--- config.mk ---
export PLATFORM = sky130hd
export DESIGN_NAME = meas_frame_packer
export DESIGN_NICKNAME = d
export VERILOG_FILES = /design/src/rtl/meas_frame_packer.sv
export SDC_FILE = /design/constraint.sdc
export NUM_CORES = 1
export LEC_CHECK = 0
export CORE_ASPECT_RATIO = 1.75
export CORE_MARGIN = 10
export CORE_UTILIZATION = 29
export DETAILED_ROUTE_END_ITERATION = 8
export GPL_TIMING_DRIVEN = 0
export MAX_ROUTING_LAYER = met4
export PLACE_DENSITY = 0.46
export SLEW_MARGIN = 20
export SYNTH_ARGS = -nofsm -noshare
export SYNTH_HDL_FRONTEND = slang
export SYNTH_SLANG_ARGS = --single-unit
--- constraint.sdc ---
create_clock -name ref_clk -period 15 [get_ports ref_clk]
set_clock_uncertainty 0.1 [all_clocks]
set_input_delay 2.25 -clock ref_clk [delete_from_list [all_inputs] [get_ports ref_clk]]
set_output_delay 2.25 -clock ref_clk [all_outputs]
set_load 0.1 [all_outputs]
--- src/rtl/meas_frame_packer.sv ---
// Measurement frame packer: captures one measurement set on the in_valid/in_ready
// handshake and serialises it as a 14-byte frame with a trailing checksum.
// The byte stream uses a valid/ready handshake for a byte-wide UART transmitter.
module meas_frame_packer #(
  parameter logic [7:0] SYNC_BYTE = 8'hA5,
  parameter int         CNT_W     = 32,
  parameter int         TEMP_W    = 20
) (
  input  logic              ref_clk,
  input  logic              rstn,
  input  logic              in_valid,
  output logic              in_ready,
  input  logic [CNT_W-1:0]  cnt_2v5,
  input  logic [CNT_W-1:0]  cnt_3v6,
  input  logic [TEMP_W-1:0] temp,
  input  logic              halt_flag,
  output logic [7:0]        tx_byte,
  output logic              tx_valid,
  input  logic              tx_ready,
  output logic              frame_done,
  output logic [7:0]        drop_cnt
);

  localparam logic [3:0] LAST_IDX = 4'd13;

  typedef enum logic {IDLE, SEND} state_t;

  state_t            state_reg, state_next;
  logic [3:0]        idx_reg, idx_next;
  logic [5:0]        seq_reg;
  logic              ovr_pending_reg;
  logic [7:0]        drop_cnt_reg;
  logic              frame_done_reg;
  logic [13:0][7:0]  frame_reg;

  logic [12:0][7:0]  hdr_bytes;
  logic [7:0]        chk_next;
  logic [23:0]       temp_ext;
  logic              accept, last_xfer, drop;

  // Candidate frame bytes built straight from the inputs; latched on accept
  assign temp_ext     = 24'(temp);
  assign hdr_bytes[0] = SYNC_BYTE;
  assign hdr_bytes[1] = {halt_flag, ovr_pending_reg, seq_reg};

  generate
    for (genvar gi = 0; gi < 4; gi++) begin : g_cnt_bytes
      assign hdr_bytes[2 + gi] = cnt_2v5[CNT_W-1-8*gi -: 8];
      assign hdr_bytes[6 + gi] = cnt_3v6[CNT_W-1-8*gi -: 8];
    end
    for (genvar gi = 0; gi < 3; gi++) begin : g_temp_bytes
      assign hdr_bytes[10 + gi] = temp_ext[23-8*gi -: 8];
    end
  endgenerate

  // Checksum precomputed at accept so the whole frame sums to zero mod 256
  always_comb begin
    logic [7:0] sum_acc;
    sum_acc = 8'h00;
    for (int i = 0; i < 13; i++) begin
      sum_acc = sum_acc + hdr_bytes[i];
    end
    chk_next = 8'h00 - sum_acc;
  end

  assign in_ready   = (state_reg == IDLE);
  assign tx_valid   = (state_reg == SEND);
  assign tx_byte    = tx_valid ? frame_reg[idx_reg] : 8'h00;
  assign frame_done = frame_done_reg;
  assign drop_cnt   = drop_cnt_reg;
  assign drop       = in_valid & ~in_ready;

  // Next-state logic: accept in IDLE, walk the byte index on each transfer
  always_comb begin
    state_next = state_reg;
    idx_next   = idx_reg;
    accept     = 1'b0;
    last_xfer  = 1'b0;
    case (state_reg)
      IDLE: begin
        if (in_valid) begin
          accept     = 1'b1;
          state_next = SEND;
          idx_next   = 4'd0;
        end
      end
      SEND: begin
        if (tx_ready) begin
          if (idx_reg == LAST_IDX) begin
            last_xfer  = 1'b1;
            state_next = IDLE;
            idx_next   = 4'd0;
          end else begin
            idx_next = idx_reg + 4'd1;
          end
        end
      end
      default: begin
        state_next = IDLE;
        idx_next   = 4'd0;
      end
    endcase
  end

  // Control state, sequence number and overrun bookkeeping
  always_ff @(posedge ref_clk) begin
    if (!rstn) begin
      state_reg       <= IDLE;
      idx_reg         <= 4'd0;
      seq_reg         <= 6'd0;
      ovr_pending_reg <= 1'b0;
      drop_cnt_reg    <= 8'd0;
      frame_done_reg  <= 1'b0;
    end else begin
      state_reg      <= state_next;
      idx_reg        <= idx_next;
      frame_done_reg <= last_xfer;
      if (last_xfer) begin
        seq_reg <= seq_reg + 6'd1;
      end
      if (accept) begin
        ovr_pending_reg <= 1'b0;
      end else if (drop) begin
        ovr_pending_reg <= 1'b1;
      end
      if (drop && (drop_cnt_reg != 8'hFF)) begin
        drop_cnt_reg <= drop_cnt_reg + 8'd1;
      end
    end
  end

  // Frame buffer; contents only matter while in SEND, so no reset is needed
  always_ff @(posedge ref_clk) begin
    if (accept) begin
      for (int i = 0; i < 13; i++) begin
        frame_reg[i] <= hdr_bytes[i];
      end
      frame_reg[13] <= chk_next;
    end
  end

endmodule

# Word-level counts from Yosys, hierarchy flattened
# Index checks and enable logic that the tools add are counted.
# totals
register_bits	121
elab_cells	61
out_inout_bits	19
inputBits	89
# op_classes
addsub	16
eq_ne	4
order_cmp	1
bitwise	3
muxes	15
reduce_logical	3
# op_table
cell	n
$add A8 B8 Y8	10
$bmux W8 S4	1
$mux W8	2
$mux W4	3
$add A8 B1 Y8 const B	1
$add A8 B4 Y8	1
$add A8 B8 Y8 const A	1
$ne A8 B8 Y1 const B	1
$pmux W4 S2	1
$sub A1 B8 Y8 const A	1
$mux W1	7
$add A6 B1 Y6 const B	1
$lt A4 B5 Y1 const B	1
$add A4 B1 Y4 const B	1
$eq A4 B4 Y1 const B	1
$ne A2 B2 Y1 const B	2
$not A1 Y1	2
$pmux W1 S2	1
$reduce_and A2 Y1	1
$reduce_or A2 Y1	1
$and A1 B1 Y1	1
$logic_and A1 B1 Y1	1

# Logic depth before layout (Yosys ltp)
# logic_depth
depth_word	13
depth_mapped	15
depth_no_buf	15

# Least setup slack after synthesis
# No wires, ideal clock.
# synth_path
path_type	input to register
start	input in_valid
end	register idx_reg[1]
cell_stages	5
required_time_ps	14785
t_arrival_ps	7324
setup_ps	115
path_slack_ps	7461
path_buffers	0
cell_sequence	nor2b_1 a21oi_1 inv_1 o22ai_1 and2_1
# synth_via
elab_chain_len	2
# synth_rtl
element	line_no	rtl
from (decl)	11	input logic in_valid,
$ne A2 B2 Y1 (no source line)	-	
$reduce_and A2 Y1 (no source line)	-	
to (signal assigned)	116	idx_reg <= idx_next;
to (decl)	29	logic [3:0] idx_reg, idx_next;
# No other way between the ends.
# A chain may end at the register's enable or synchronous reset.

# Final worst setup path
# layout_path
start	input cnt_2v5[19]
end	register frame_reg[111] (netlist name), data pin
# layout_via
elab_chain_len	11
# layout_rtl
element	line_no	rtl
from (decl)	13	input logic [CNT_W-1:0] cnt_2v5,
$add A8 B8 Y8 (7 in a row)	61	sum_acc = sum_acc + hdr_bytes[i];
$add A8 B4 Y8	61	
$add A8 B8 Y8 (2 in a row)	61	
$sub A1 B8 Y8	63	chk_next = 8'h00 - sum_acc;
named net chk_next[7]	37	logic [7:0] chk_next;
to (signal, indexed assignment)	136	frame_reg[i] <= hdr_bytes[i];
to (decl)	34	logic [13:0][7:0] frame_reg;
# The timed path passes the listed nets, and every way through them passes these cells.

==> run summary <==
Result of the run: finished clean
Post-CTS Repair Setup Buffers: 0
Worst skew pair latency: 0.42 ns
Adder and majority gate portion of the synthesized area: 21.5%
Total congestion overflow after global routing: 0
Count of unique library cells instantiated by Yosys: 38
Most common cell after layout, fill and taps aside: clkdlybuf4s50_1
GP Congestion: 0.824
Placeable core region: 23,400 um^2
Die extent in y: 225 um
Largest net degree at the start of global routing: 30
Vias per Instance: 4.43
PwrDens: 149 nW/um^2
Number of warnings issued by yosys: 0
Final Critical Period: 6.86 ns
Post-Synthesis Mean Instance Area: 13.6 um^2
Bufs on Longest Clock Path: 2
Cell taking the most area after synthesis: edfxtp_1
Starting utilization of the core area: 29.6%
Pins over their slew limit: 0
CP endpoint kind: register
Critical path's slowest cell: fa_1
Die width: 137 um
Relative slew margins: 34.0%
CTS Sinks: 121
Leading post-synthesis cells by cell area: edfxtp_1 (43%), fa_1 (17%), dfxtp_1 (6.1%)
Port bufs: 107
Synth-to-layout area growth: 30.5%
Logic gate share of total power: 39.3%
Antenna Diode Count: 0
Internal Power: 0.000908 W
Top cell by count, worst path: fa_1
Async S/R FF share, synth: 0%
Number of antenna violations at the first check in global routing: 0
Kind of critical path: in2reg
Count of nets left with antenna violations after detail routing: 0
Cell area after technology mapping: 6940 um^2
Synthesized net count: 683
Multiplexer share of the synthesized area: 7.79%
Total of cells resized after clock tree synthesis: 0
Total of endpoints with negative setup slack in the final report: 0
Clock tree from TritonCTS: done
Max-capacitance violation count: 0
Total number of H-tree levels: 4
Arrival time of data at the critical path endpoint: 6.91 ns
Hold Buf Count CTS: 0
Combined area of the multi-input logic cells: 3030 um^2
Switching pwr: 0.000441 W
Static leakage: 3.53 nW
Post-synth EDFFs: 100
Number of placed I/O pins: 108
Most used cells in the layout excluding fill and tap cells: clkdlybuf4s50_1 (107), inv_1 (101), edfxtp_1 (100)
Hold crit path type: reg2reg
Transition at the pin with the smallest max-transition slack: 0.986 ns
Sequential cell area fraction in the yosys report: 49.3%
Nets@finish: 813
Routed WL: 19,200 um
Starting DRT DRC Count: 175
Area of the die: 30,800 um^2
Buffer type at the clock tree root: clkbuf_16
Relative contribution of the clock network to total power: 28.7%
Crit share post-route: 45.7%
Largest stage delay on the critical path: 0.54 ns
Flop and latch count out of synthesis: 121
Worst path cell trace: clkdlybuf4s50_1, inv_1, fa_1, fa_1, fa_1, fa_1, inv_1, fa_1, inv_1, ha_1, a21o_1, a21oi_1, o21ai_0, xnor3_1
Cell Count, Final, Fillers Out: 957
Clock-pin slew on the worst setup and hold paths: 0.06 ns
RSZ-0062 raised after global routing: no
Complex-gate fraction of the synthesized area: 4.80%
Share of synthesized cell area in and, or, nand and nor gates: 4.83%
CTS buffer count: 17
Post-synthesis xor/xnor area fraction: 4.62%
Startpoint class of the critical path: input pin
Switching Share: 32.7%
Worst IR drop on VDD: 0.000100 V
Storage cell area: 3420 um^2
TNS Setup: 0 ns
Largest register FFs: 100
Critical Path Fanout Max: 2
Count of vias placed by the detailed router: 4,240
Main synth FF type: edfxtp_1
Number of search-and-repair iterations in the first detailed-routing pass: 4
Global-route usage over all layers: 13.4%
Required time reported for the critical path endpoint: 15.05 ns
Final Hold Violating Endpoints: 0
Maximum clock frequency: 0.146 GHz
Routed len/inst: 20.1 um
Standard-cell rows: 74
Sequential group share of total power: 32.0%
Final routed DRC violation total: 0
Fraction of post-synthesis cell area in the top cell type by area: 43.3%
Synthesized instance count: 510
Number of inserted filler cells in the final layout: 2,265
Post-Place Cells: 925
Final core utilization: 38.6%
Detailed placer's ending HPWL: 15,400 um
Largest family of logic cells by synthesized area: adder cells
Wire length of the first global-routing pass: 29,500 um
Vias in the first global route: 4,974
Proportion of layout cells with a drive suffix above 1: 11.0%
[Yosys cell counts (5+ instances only)]
library cell  count
a211oi_1          8
a21oi_1          14
and2_1           15
buf_2             6
clkbuf_1          5
dfxtp_1          21
edfxtp_1        100
fa_1             59
ha_1             25
inv_1           101
mux2i_1          18
mux4_2           14
nand2_1          10
nand3_1           7
nor2_1           14
nor3_1            9
o21ai_0           7
xnor2_1          24
xor2_1           10
[power by group through the flow]
stage | combinational (W) | clock [W] | sequential [W]
2_1_floorplan | 0.000388 | 0 | 0.000441
3_3_place_gp | 0.000531 | 0 | 0.000443
3_5_place_dp | 0.000552 | 0 | 0.000440
4_1_cts | 0.000554 | 0.000395 | 0.000433
5_1_grt | 0.000608 | 0.000410 | 0.000434
6_report | 0.000531 | 0.000387 | 0.000432
[path summary, 6_finish.rpt]
| check | depth (start not counted) | to | slack (ns) | startpoint |
|---|---|---|---|---|
| max | 14 | frame_reg[111] | 8.14 | cnt_2v5[19] |
| min | 0 | frame_reg[14] | 0.40 | ovr_pending_reg |
| max reg2reg | 13 | frame_reg[111] | 10.12 | seq_reg[3] |
| min reg2reg | 0 | frame_reg[14] | 0.40 | ovr_pending_reg |
[logic make-up after synthesis]
family          after synthesis
xor+xnor                     35
simple gates                 66
compound gates               49
fa+ha+maj                    84
mux                          36
flops                       121
buf+inv                     119
[layout make-up]
class | count | area share [%]
inverter | 102 | 4.23
buffer | 17 | 1.20
clock buffer | 17 | 4.70
tap | 304 | 4.20
multi-input combinational | 270 | 33.5
clock inverter | 15 | 1.42
timing repair buffer | 111 | 13.0
sequential | 121 | 37.8
[critical path: cells and delay by family]
family	cells	cell delay, ns
AO/OA/AOI/OAI	3	0.58
XOR/XNOR	1	0.42
adder cells (fa/ha/maj)	6	2.94
buffers and inverters	4	0.70
[stage by stage]
step / area (um^2) / setup WS, ns / power, W / hold slack [ns]
final: 9050 / 8.14 / 0.00135 / 0.396
after global routing: 9050 / 7.91 / 0.00145 / 0.427
after CTS: 9050 / 8.02 / 0.00138 / 0.401
after detailed placement: 8500 / 7.56 / 0.000992 / 0.388
after global placement: 8390 / 4.50 / 0.000974 / 0.378
after floorplan: 6940 / 7.46 / 0.000829 / 0.334
[routing by layer]
metal	track usage (%)	part of all wire [%]	up-vias
li1	-	-	1989
met5	-	0	-
met3	2.28	3.1	14
met4	4.54	1.5	0
met2	24.9	58	95
met1	13.8	37	2142
(Power assumes the default switching activity.)
